--- src/rtl/skid_buffer.sv ---
// ---------------------------------------------------------------------------
// skid_buffer
//
// Single-entry skid buffer between a valid/busy producer and a downstream
// consumer. The upstream busy flag comes straight from a flop, so the
// consumer's stall never reaches the producer combinationally. When the
// consumer is not stalling, a beat passes through with zero latency.
// A beat that is accepted while the consumer stalls is captured in the skid
// register and presented from the next cycle until it is consumed.
//
// Handshake:
//   A beat moves upstream -> buffer when (valid_i & ~busy_o) at a rising
//   edge. A beat moves buffer -> consumer when (valid_o & ~stall_i) at a
//   rising edge. While busy_o = 1 the producer holds data_i stable, and
//   valid_i/data_i are ignored.
//
// Ports (positional order):
//   clock_i  in   1      clock, rising edge
//   reset_i  in   1      synchronous, active-high reset
//   stall_i  in   1      consumer does not take the current output beat
//   data_o   out  WIDTH  payload to consumer
//   valid_o  out  1      data_o holds a valid beat
//   busy_o   out  1      upstream not-ready (registered)
//   data_i   in   WIDTH  payload from producer
//   valid_i  in   1      producer beat valid
//
// Parameters:
//   WIDTH    payload width in bits (>= 1), default 32
//
// Build option:
//   SKID_BUFFER_CLEAR_DATA_EN  when defined, the skid register is also
//                              cleared to zero by reset; otherwise only the
//                              full flag is reset.
// ---------------------------------------------------------------------------
module skid_buffer #(
    parameter int WIDTH = 32
) (
    input  logic             clock_i,
    input  logic             reset_i,
    input  logic             stall_i,
    output logic [WIDTH-1:0] data_o,
    output logic             valid_o,
    output logic             busy_o,
    input  logic [WIDTH-1:0] data_i,
    input  logic             valid_i
);

    logic             r_full;
    logic [WIDTH-1:0] r_skid;

    // Beat accepted from upstream but not consumed this cycle: it must be
    // captured. Only possible while empty, since busy_o = full.
    logic w_capture;
    // Held beat leaves this cycle.
    logic w_release;

    assign w_capture = ~r_full & valid_i & stall_i;
    assign w_release = r_full & ~stall_i;

    assign valid_o = r_full | valid_i;
    assign data_o  = r_full ? r_skid : data_i;
    assign busy_o  = r_full;

    always_ff @(posedge clock_i) begin
        if (reset_i) begin
            r_full <= 1'b0;
        end else if (w_capture) begin
            r_full <= 1'b1;
        end else if (w_release) begin
            r_full <= 1'b0;
        end
    end

`ifdef SKID_BUFFER_CLEAR_DATA_EN
    always_ff @(posedge clock_i) begin
        if (reset_i) begin
            r_skid <= '0;
        end else if (w_capture) begin
            r_skid <= data_i;
        end
    end
`else
    // Plain enable flop: contents are only observed while r_full = 1, and
    // r_full is always set in the same cycle the register is loaded.
    always_ff @(posedge clock_i) begin
        if (w_capture) begin
            r_skid <= data_i;
        end
    end
`endif

endmodule

--- config.mk ---
export PLATFORM = sky130hd
export DESIGN_NAME = skid_buffer
export DESIGN_NICKNAME = d
export VERILOG_FILES = /design/src/rtl/skid_buffer.sv
export SDC_FILE = /design/constraint.sdc
export NUM_CORES = 1
export LEC_CHECK = 0
export CAP_MARGIN = 20
export CORE_AREA = 2 2 67 62
export CTS_BUF_LIST = sky130_fd_sc_hd__clkbuf_8
export DETAILED_ROUTE_END_ITERATION = 10
export DIE_AREA = 0 0 69 64
export PLACE_DENSITY = 0.85
export SYNTH_ARGS = -nofsm -noshare
export SYNTH_HDL_FRONTEND = slang
export SYNTH_SLANG_ARGS = --single-unit
--- constraint.sdc ---
create_clock -name clock_i -period 2.65 [get_ports clock_i]
set_clock_uncertainty 0.1 [all_clocks]
set_input_delay 0.53 -clock clock_i [delete_from_list [all_inputs] [get_ports clock_i]]
set_output_delay 0.53 -clock clock_i [all_outputs]
set_load 0.02 [all_outputs]
==> key figures <==
Clock tree
  – Clk slew on worst S/H paths: around 0.060 ns
  – # clock sinks: 33
  – Root buffer cell: clkbuf_8
  – Hold-fix buffers, CTS: 0
  – CTS max path bufs: 2
  – CTS Buf Count: 5
  – CTS HTree Levels: 2
  – Setup repair bufs after CTS: 0
  – CTS tree: built
  – Post_cts resized: 0
  – Clk Latency, worst-skew pair: roughly 0.27 ns

Power
  – Power share of the clock group: 0.278
  – Leakage: between 0.0008 and 0.0009 µW
  – Cell area power density: between 500 and 600 nW/µm²
  – Internal: a little over 900 µW
  – Fraction of power consumed by combinational cells: 0.223
  – Switching Fraction: 0.230
  – Sequential share of power: 0.499
  – Maximum VDD drop: 0.000366 V
  – Switching pwr: approximately 280 µW

Yosys
  – Synth unique cells: 10
  – Top-area cell type share of the netlist area: 0.622
  – Synth area leaders: edfxtp_1 (62%), mux2_4 (28%), buf_12 (3.9%)
  – Net count after synthesis: 109
  – Synth warn: 0
  – Seq/Total Area, Yosys: 0.635
  – Syn avg cell area: ~21 µm²
  – Mapped Cells: 73
  – #FFs+latches synth: 33
  – Post-Syn Area: about 1500 µm²
  – Leading area contributor after synthesis: edfxtp_1

GRT
  – Pin count of the biggest net entering global routing: 23
  – Total GRT Usage: 0.138
  – GRT overflow: 0
  – First-pass GRT wire length: roughly 4700 µm
  – Vias in the first global route: ~950
  – Initial antenna violation count: 0

Worst setup path
  – CP Class: reg2out
  – Critical path arrival: 1.84 ns
  – R2R Setup Slk: about 1.3 ns
  – Crit path capture type: output pin
  – WP data required: just over 2 ns
  – CP Launch Type: register
  – Worst r2r dst: r_skid[28]
  – Worst Path Max Fanout: 22
  – Reg2Reg Depth: 3
  – FF-to-FF Start: busy_o

Worst hold path
  – Hold/Removal Path Class: in2reg
  – Hold Path Depth: 1
  – Min-delay src: data_i[18]
  – Min-Delay Endpoint: r_skid[18]

Route
  – Routed vias/inst: approximately 4.7
  – DR pass1 iterations: 4
  – Routed wire per std cell: 15.0 µm
  – Post-Route WL: ~2900 µm
  – ANT nets after route: 0
  – Starting DRT DRC Count: 25
  – Vias: 910
  – DRC: 0

Run
  – Max Cap Viol: 0

Timing
  – # setup viols final: 0
  – Fin crit period: approximately 2.5 ns
  – Hold Vio Cnt, Final: 0
  – Fmax: around 0.41 GHz
  – Max-slew headroom: 0.768
  – Max Slew Vio Count: 0
  – Tcrit/Tclk final: 0.931
  – Worst slew pin tran: 0.349 ns
  – Setup TNS: 0 ns
  – RSZ-0062 raised after global routing: false

Placement
  – PortBufs: 69
  – Placed cells: between 150 and 200
  – Final HPWL DP: between 2000 and 2500 µm
  – RePlAce Congestion: about 0.7

Floorplanning
  – Die width: around 70 µm
  – Die Ht: between 60 and 70 µm
  – # IOs: 70
  – Initial core utilization: 0.420
  – Die ar.: roughly 4400 µm²
  – FP Rows: 21
  – Core area: ~3700 µm²

Finish
  – Share of cells above drive strength 1: 0.289
  – Layout Cells excl Fill: 195
  – Number of fill cells: roughly 260
  – Nets: roughly 190
  – N_diodes: 0
  – Syn-to-layout area delta: 51.0%

Outcome
  – Outcome: complete, no violations
## Yosys cell counts
cell      count
dfxtp_1       1
and3b_1       1
nand2_1       1
nor2_1        1
mux2_4       29
buf_6         1
buf_12        3
or2_1         1
mux2_2        3
edfxtp_1     32
## kinds of logic (layout without fill, tap and decap cells)
logic type    Yosys count  in the layout  synth area share
flops                  33             33             0.635
simple gates            4              4            0.0146
buf+inv                 4             80            0.0462
mux                    32             32             0.304
## registers in the layout, summed over array words and instances, names as in the netlist
signal	cells
r_skid	32
busy_o	1
## worst max-delay path, cell delays in order, from the launching register on
cell             delay [ns]
dfxtp_2                0.32
buf_4                  0.32
mux2_2                 0.37
clkdlybuf4s50_1        0.54
## power by group through the flow
| stage | sequential [µW] | combinational, µW | clock (µW) |
|---|---|---|---|
| 2_1_floorplan | 616 | 140 | 0 |
| 3_3_place_gp | 615 | 268 | 0 |
| 3_5_place_dp | 616 | 273 | 0 |
| 4_1_cts | 605 | 274 | 347 |
| 5_1_grt | 607 | 285 | 368 |
| 6_report | 605 | 271 | 337 |
## per-layer routing
metal	wire (µm)	GRT usage	up-vias
li1	-	-	435
met1	1220	0.160	435
met2	1490	0.230	38
met3	199	0.0647	2
met4	12	0.0441	0
met5	0	0	-
## per-stage QoR
stage | utilization | total power [µW] | worst slack [ns] | area (µm²) | hold WS (ns)
final | 0.634 | 1210 | 0.182 | 2330 | 0.736
after global routing | 0.634 | 1260 | 0.104 | 2330 | 0.726
after CTS | 0.634 | 1230 | 0.168 | 2330 | 0.727
after global placement | 0.613 | 883 | 0.242 | 2250 | 0.885
after detailed placement | 0.613 | 889 | 0.222 | 2250 | 0.886
after floorplan | - | 756 | 0.0768 | 1540 | 0.529
## worst max-delay path by stage
stage,start,slack (ns),end
5_1_grt,busy_o,0.10,data_o[31]
3_3_place_gp,data_i[25],0.24,data_o[25]
3_5_place_dp,data_i[10],0.22,data_o[10]
2_1_floorplan,busy_o,0.08,r_skid[0]
6_report,busy_o,0.18,data_o[29]
4_1_cts,busy_o,0.17,data_o[29]
## cell type report
class,count,area (µm²),share of cell area
Clock inverter,2,7.51,0.00322
Timing Repair Buffer,73,721,0.309
Tap cell,46,57.6,0.0247
Multi-Input combinational cell,36,494,0.212
Clock buffer,5,68.8,0.0295
Sequential cell,33,982,0.421
## placed cells by master (no fill, tap or decap), drive strengths merged
cell type	synthesis	routed
dfxtp	1	1
and3b	1	1
mux2	32	32
inv	0	1
edfxtp	32	32
clkdlybuf4s50	0	69
or2	1	1
nor2	1	1
buf	4	4
nand2	1	1
clkbuf	0	5
clkinv	0	1
(Power assumes the default switching activity.)
